`config.mk`:
```
export PLATFORM = sky130hd
export DESIGN_NAME = switch_input_port
export DESIGN_NICKNAME = d
export VERILOG_FILES = /design/src/rtl/switch_input_port_pkg.sv /design/src/rtl/switch_debounce_bit.sv /design/src/rtl/switch_input_port.sv
export SDC_FILE = /design/constraint.sdc
export NUM_CORES = 1
export LEC_CHECK = 0
export BUFFER_PORTS_ARGS = -buffer_cell sky130_fd_sc_hd__buf_2
export CAP_MARGIN = 20
export CORE_MARGIN = 3
export CORE_UTILIZATION = 48
export DETAILED_ROUTE_END_ITERATION = 10
export GPL_TIMING_DRIVEN = 0
export PLACE_DENSITY = 0.72
export SKIP_CTS_REPAIR_TIMING = 1
export SYNTH_ARGS = -nofsm -noshare
export SYNTH_HDL_FRONTEND = slang
export SYNTH_HIERARCHICAL = 1
export SYNTH_SLANG_ARGS = --single-unit
```
`constraint.sdc`:
```
create_clock -name clk -period 1.7 [get_ports clk]
set_input_delay 0.085 -clock clk [delete_from_list [all_inputs] [get_ports clk]]
set_output_delay 0.085 -clock clk [all_outputs]
set_load 0.01 [all_outputs]
```
`src/rtl/switch_input_port_pkg.sv`:
```
// Shared definitions for the switch input peripheral: bus width and register offsets.
package switch_input_port_pkg;

  localparam int BUS_W = 32;

  // Register select is addr[3:2]; the byte offset bits addr[1:0] are ignored.
  typedef enum logic [1:0] {
    REG_DATA    = 2'd0,
    REG_CHANGED = 2'd1,
    REG_MASK    = 2'd2,
    REG_RSVD    = 2'd3
  } reg_sel_e;

endpackage

```
`src/rtl/switch_debounce_bit.sv`:
```
// One switch bit: two-flop synchroniser, saturating debounce counter and the accepted level.
module switch_debounce_bit #(
  parameter int DEB_CYCLES = 16
) (
  input  logic clk,
  input  logic reset,
  input  logic raw,
  output logic stable,
  output logic rise,
  output logic fall
);

  localparam int CW = $clog2(DEB_CYCLES);
  localparam logic [CW-1:0] CNT_LAST = CW'(DEB_CYCLES - 1);

  logic          sync1;
  logic          sync2;
  logic [CW-1:0] cnt;
  logic          accept;

  // Events are combinational so the flag register sets on the same edge the level is accepted.
  assign accept = (sync2 != stable) && (cnt == CNT_LAST);
  assign rise   = accept & sync2;
  assign fall   = accept & ~sync2;

  always_ff @(posedge clk or negedge reset) begin
    if (!reset) begin
      sync1  <= 1'b0;
      sync2  <= 1'b0;
      stable <= 1'b0;
      cnt    <= '0;
    end else begin
      sync1 <= raw;
      sync2 <= sync1;
      if (sync2 == stable) begin
        cnt <= '0;
      end else if (accept) begin
        stable <= sync2;
        cnt    <= '0;
      end else begin
        cnt <= cnt + 1'b1;
      end
    end
  end

endmodule

```
`src/rtl/switch_input_port.sv`:
```
// CPU-readable switch port: debounced levels, sticky W1C change flags, interrupt mask and level irq.
module switch_input_port
  import switch_input_port_pkg::*;
#(
  parameter int WIDTH      = 8,
  parameter int DEB_CYCLES = 16
) (
  input  logic             clk,
  input  logic             reset,
  input  logic [WIDTH-1:0] switch,
  input  logic             sel,
  input  logic             rd_en,
  input  logic             wr_en,
  input  logic [3:0]       addr,
  input  logic [BUS_W-1:0] wdata,
  output logic [BUS_W-1:0] rdata,
  output logic             rd_valid,
  output logic             irq
);

  logic [WIDTH-1:0] stable;
  logic [WIDTH-1:0] rise;
  logic [WIDTH-1:0] fall;
  logic [WIDTH-1:0] changed;
  logic [WIDTH-1:0] mask;
  logic [WIDTH-1:0] clr;
  logic [BUS_W-1:0] rd_mux;
  reg_sel_e         reg_sel;
  logic             rd_req;
  logic             wr_req;
  logic             unused_bits;

  for (genvar i = 0; i < WIDTH; i++) begin : g_bit
    switch_debounce_bit #(
      .DEB_CYCLES(DEB_CYCLES)
    ) u_deb (
      .clk   (clk),
      .reset (reset),
      .raw   (switch[i]),
      .stable(stable[i]),
      .rise  (rise[i]),
      .fall  (fall[i])
    );
  end

  assign reg_sel     = reg_sel_e'(addr[3:2]);
  assign rd_req      = sel & rd_en;
  assign wr_req      = sel & wr_en;
  assign clr         = (wr_req && reg_sel == REG_CHANGED) ? wdata[WIDTH-1:0] : '0;
  assign unused_bits = ^{addr[1:0], wdata};

  always_comb begin
    rd_mux = '0;
    case (reg_sel)
      REG_DATA:    rd_mux[WIDTH-1:0] = stable;
      REG_CHANGED: rd_mux[WIDTH-1:0] = changed;
      REG_MASK:    rd_mux[WIDTH-1:0] = mask;
      default:     rd_mux = '0;
    endcase
  end

  // A new debounce event overrides a same-cycle W1C so no change is ever lost.
  always_ff @(posedge clk or negedge reset) begin
    if (!reset) begin
      changed  <= '0;
      mask     <= '0;
      rdata    <= '0;
      rd_valid <= 1'b0;
      irq      <= 1'b0;
    end else begin
      changed  <= (changed & ~clr) | rise | fall;
      if (wr_req && reg_sel == REG_MASK) mask <= wdata[WIDTH-1:0];
      irq      <= |(changed & mask);
      rd_valid <= rd_req;
      if (rd_req) rdata <= rd_mux;
    end
  end

endmodule
```
Word level (Yosys, flattened, before mapping)
Index checks and enable logic that the tools add are counted.
{ "op_classes": {"n_bitwise": 39, "shift": 0, "reduce_logical": 20, "n_addsub": 8, "magnitude_cmp": 0, "n_mul": 0, "n_eq_ne": 26, "n_mux": 18, "div_mod_pow": 0} }
{ "op_table": {"columns": ["cell", "n"], "rows": [
  ["$mux 4", 16],
  ["$add 4x1->4 const B", 8],
  ["$eq 4x4->1 const B", 8],
  ["$pmux 8 s3", 1],
  ["$and 1x1->1", 18],
  ["$and 8x8->8", 2],
  ["$not 1->1", 16],
  ["$or 8x8->8", 2],
  ["$reduce_and 2->1", 8],
  ["$logic_and 1x1->1", 10],
  ["$eq 1x1->1", 8],
  ["$mux 8", 1],
  ["$ne 1x1->1", 8],
  ["$not 8->8", 1],
  ["$reduce_or 8->1", 1],
  ["$eq 2x1->1 const B", 1],
  ["$eq 2x2->1 const B", 1],
  ["$logic_not 2->1", 1]
]} }
{ "totals": {"output_inout_bits": 34, "ff_bits": 82, "word_cells": 148, "mem_bits_rw": 0, "inputBits": 49, "latchBits": 0, "mem_bits_ro": 0, "mem_count": 0} }

Longest topological paths before layout
{ "logic_depth": {"ltp_word": 7, "ltp_mapped": 5, "ltp_nobuf": 4} }

Hierarchy
Netlist, hierarchy kept.
{ "modules_own_cells": {"columns": ["module", "n_inst", "area_each_um2", "seq_area_each_um2", "cells_per_inst"], "rows": [
  ["switch_debounce_bit at g_bit[1].u_deb ...", 7, 295.3, 175.2, 22],
  ["switch_input_port", 1, 1390.1, 650.6, 129],
  ["switch_debounce_bit at g_bit[0].u_deb", 1, 285.3, 175.2, 20]
]} }

Least setup slack after synthesis
Ideal clock, no wire load.
{ "synth_timing": {"path_type": "flip-flop to flip-flop", "from": "reg g_bit[1].u_deb.cnt[0]", "to": "reg changed[1]", "arrival_time_ps": 1029, "setup_slack_ps": 547, "setup_ps": 124, "synth_period_minus_slack_ps": 1153, "required_time_ps": 1576, "path_buffers": 0, "stages_incl_launch_ff": 5, "path_cell_list": "dfrtp_1 > ha_1 > nand3_2 > nor3b_1 > a211o_1"} }
{ "synth_between": {"elab_cells_between_ends": 6, "cone_classes": "1 x eq/ne; 4 x bitwise; 1 x reduce/logical"} }
{ "synth_lines": {"columns": ["element", "line", "text"], "rows": [
  ["start: declaration", "switch_debounce_bit.sv:18", "logic [CW-1:0] cnt;"],
  ["start signal: assignment", "switch_debounce_bit.sv:41", "cnt <= cnt + 1'b1;"],
  ["$eq 4x4->1", "switch_debounce_bit.sv:22", "assign accept = (sync2 != stable) && (cnt == CNT_LAST);"],
  ["$logic_and 1x1->1", "switch_debounce_bit.sv:22", null],
  ["$and 1x1->1", "switch_debounce_bit.sv:24", "assign fall = accept & ~sync2;"],
  ["via fall[1]", "switch_input_port.sv:23", "logic [WIDTH-1:0] fall;"],
  ["$or 8x8->8", "switch_input_port.sv:71", "changed <= (changed & ~clr) | rise | fall;"],
  ["end signal: assignment", "switch_input_port.sv:71", null],
  ["end: declaration", "switch_input_port.sv:24", "logic [WIDTH-1:0] changed;"]
]} }
The timed path passes the listed nets, and every way through them passes these cells.
A chain may end at the register's enable or synchronous reset.

Worst setup path after layout
{ "layout_timing": {"from": "reg g_bit[6].u_deb.cnt[0]", "to": "reg changed[6]"} }
{ "layout_between": {"elab_cells_between_ends": 6, "cone_classes": "1 x eq/ne; 4 x bitwise; 1 x reduce/logical"} }
{ "layout_lines": {"columns": ["element", "line"], "rows": [
  ["start: declaration", "switch_debounce_bit.sv:18"],
  ["start signal: assignment", "switch_debounce_bit.sv:41"],
  ["$eq 4x4->1", "switch_debounce_bit.sv:22"],
  ["$logic_and 1x1->1", "switch_debounce_bit.sv:22"],
  ["$and 1x1->1", "switch_debounce_bit.sv:24"],
  ["via fall[6]", "switch_input_port.sv:23"],
  ["$or 8x8->8", "switch_input_port.sv:71"]
]} }
The timed path passes the listed nets, and every way through them passes these cells.

==> reports/results.txt <==
Hold Path Class = in2reg
Routed WL = 6.62 mm
final setup TNS = 0 ps
Vias/cell = 4.91
crit-path max FO = 4
leakage = 2.12 nW
residual DRC count = 0
H-tree depth = 3
CP max-delay cell = dfrtp_1
Starting Density = 50.5%
mapped cell area = 3740 um2
Port Buffers = 31
FF-to-FF Start = g_bit[6].u_deb/cnt[0]$_DFF_PN0_
CTS max path bufs = 2
yosys warns = 6
cts bufs inserted = 9
register area share after synthesis = 54.8%
final setup violating endpoints = 0
Critical Path RT = 1930 ps
Power Total = 4.13 mW
max cap viols = 0
filler cell count = 615
Pins Over Slew Limit = 0
via count = 2386
HP Start = wdata[5]
fmax = 804 MHz
RSZ-0062 raised after global routing = no
most common cell after layout, fill and taps aside = dfrtp_1
routed len/inst = 13.6 um
All-Layer GR Usage = 15.9%
share of the synthesized area in the top cell type = 54.8%
placed inst area = 4140 um2
top-level I/O count = 83
Final Hold Viols = 0
cell family with most CP delay = flip-flops
initial antenna violation count = 0
DRT Pass-1 Iters = 4
crit end category = flop
share of cells above drive strength 1 = 30.0%
Num Clock Sinks = 82
status = completed
CP bufs+invs = 0
WS Path Type = reg2reg
Max IR drop VDD = 421 uV
Initial DRC Count = 110
Syn Area/Cell = 12.4 um2
Worst-Skew Late Latency = 340 ps
vias in the first global route = 2276
Area growth syn-to-layout = 20.1%
DIE AREA = 8890 um2
dpl hpwl = 4.44 mm
antenna-violating nets left = 0
Die Wd = 94.3 um
synth unique cells = 31
Crit path arrival time = 1470 ps
Cell Rows = 31
Clk pin slew, worst setup/hold paths = 70 ps
core area = 7410 um2
RePlAce Congestion = 0.697
cell area after layout = 4490 um2
commonest non-fill, non-tap cells in the layout = 82 x dfrtp_1, 32 x buf_2, 26 x buf_4, 24 x conb_1, 17 x nor3b_1
global-route wire length before repair = 10.9 mm
Worst Setup Start Kind = flop
Worst path max stage delay = 430 ps
GR Overflow Total = 0
fin nets = 441
Synth area leaders = dfrtp_1 55%, buf_4 5.0%, xnor2_1 3.7%, nor3b_1 3.4%, mux2_4 3.2%
Cells after Synth = 303
root buffer cell = clkbuf_8
crit path cell chain = ha_1, nand3_2, nor3b_1, a211o_1
CP Launch Point = g_bit[6].u_deb/cnt[0]$_DFF_PN0_
PD cells = 919 nW/um2
# diodes = 0
Die Height = 94.3 um
Tmin final = 1240 ps
Core Util, Final = 60.7%
number of synthesized register bits = 82
Yosys top cell by area = dfrtp_1
Setup Skew = 5.39 ps
CTS tree = yes
Tcrit/Tclk final = 73.2%
largest net degree at the start of global routing = 53
## cells by family after synthesis
family	after synthesis	share of synthesized area, %
flops	82	54.8
simple gates	92	16.9
other cells	1	0.100
xor+xnor	16	3.74
mux	24	7.76
fa+ha+maj	8	2.67
buf+inv	36	6.59
compound gates	44	7.42
## report_power, final
group	total, mW	leakage (nW)	switching (mW)	internal (mW)
combinational	0.440	0.959	0.210	0.230
sequential	2.19	1.06	0.112	2.08
clock	1.50	0.105	0.646	0.850
## area by class of cell
cell class,instances,area (um2),share of cell area (%)
buffer,29,220,4.90
clock buffer,11,141,3.15
clock inverter,3,65.1,1.45
inverter,7,26.3,0.585
multi-input combinational,208,1530,34.0
sequential,82,2050,45.7
tap,99,124,2.76
timing repair buffer,47,335,7.46
## sequential cells by signal (all words and copies together), names as in the netlist
signal,count
changed,8
rd_valid,1
irq,1
g_bit.u_deb/stable,8
mask,8
rdata,8
g_bit.u_deb/cnt,32
g_bit.u_deb/sync1,8
g_bit.u_deb/sync2,8
## per-stage QoR
step                      hold slack, ps  std cells  setup slack (ps)
after floorplan                     -211        326               547
after global placement               193        456             -96.8
after detailed placement            48.4        457               472
after CTS                           -337        471               458
after global routing                9.93        486               364
final                               1.19        486               456
## routing by layer
layer  vias to the layer above  routed length, um  track usage [%]
met5                         -                  0                0
met4                         0                 98             5.54
met3                        11                327             4.57
met2                        57               3150             24.8
met1                      1136               3040             21.5
li1                       1182                  -                -
## worst reg2reg max path: stages (launching register included)
cell     delay [ps]
dfrtp_1         430
ha_1            260
nand3_2         110
nor3b_1          60
a211o_1         260
## Yosys cell counts
cell and count:
dfrtp_1 82, buf_4 25, nor3b_1 17, nand2_1 16, nor2_1 16, xnor2_1 16, a21oi_1 14, a31oi_1 9
a211o_1 8, ha_1 8, mux2_2 8, mux2_4 8, mux2i_1 8, nand3_2 8, nor2b_1 8, or2_2 8
inv_1 7, nand4b_1 7, nor3b_2 7, o21ai_0 7, a22oi_1 4, buf_2 2, buf_6 2, a21o_1 1
a311oi_1 1, and2_1 1, and4b_2 1, conb_1 1, nand3_4 1, nand4_1 1, nor2b_4 1
## path summary, 6_finish.rpt
path / to / slack (ps) / cells after the start
min in group asynchronous: g_bit[3].u_deb/cnt[3]$_DFF_PN0_ / 240 / 2
worst max register to register: changed[6]$_DFF_PN0_ / 460 / 4
worst min register to register: g_bit[6].u_deb/sync2$_DFF_PN0_ / 350 / 0
max in group asynchronous: g_bit[5].u_deb/cnt[1]$_DFF_PN0_ / 880 / 3
worst max-delay path: changed[6]$_DFF_PN0_ / 460 / 4
worst min-delay path: mask[5]$_DFFE_PN0P_ / 1 / 2
Note: power is estimated with default switching activity, not from simulation.
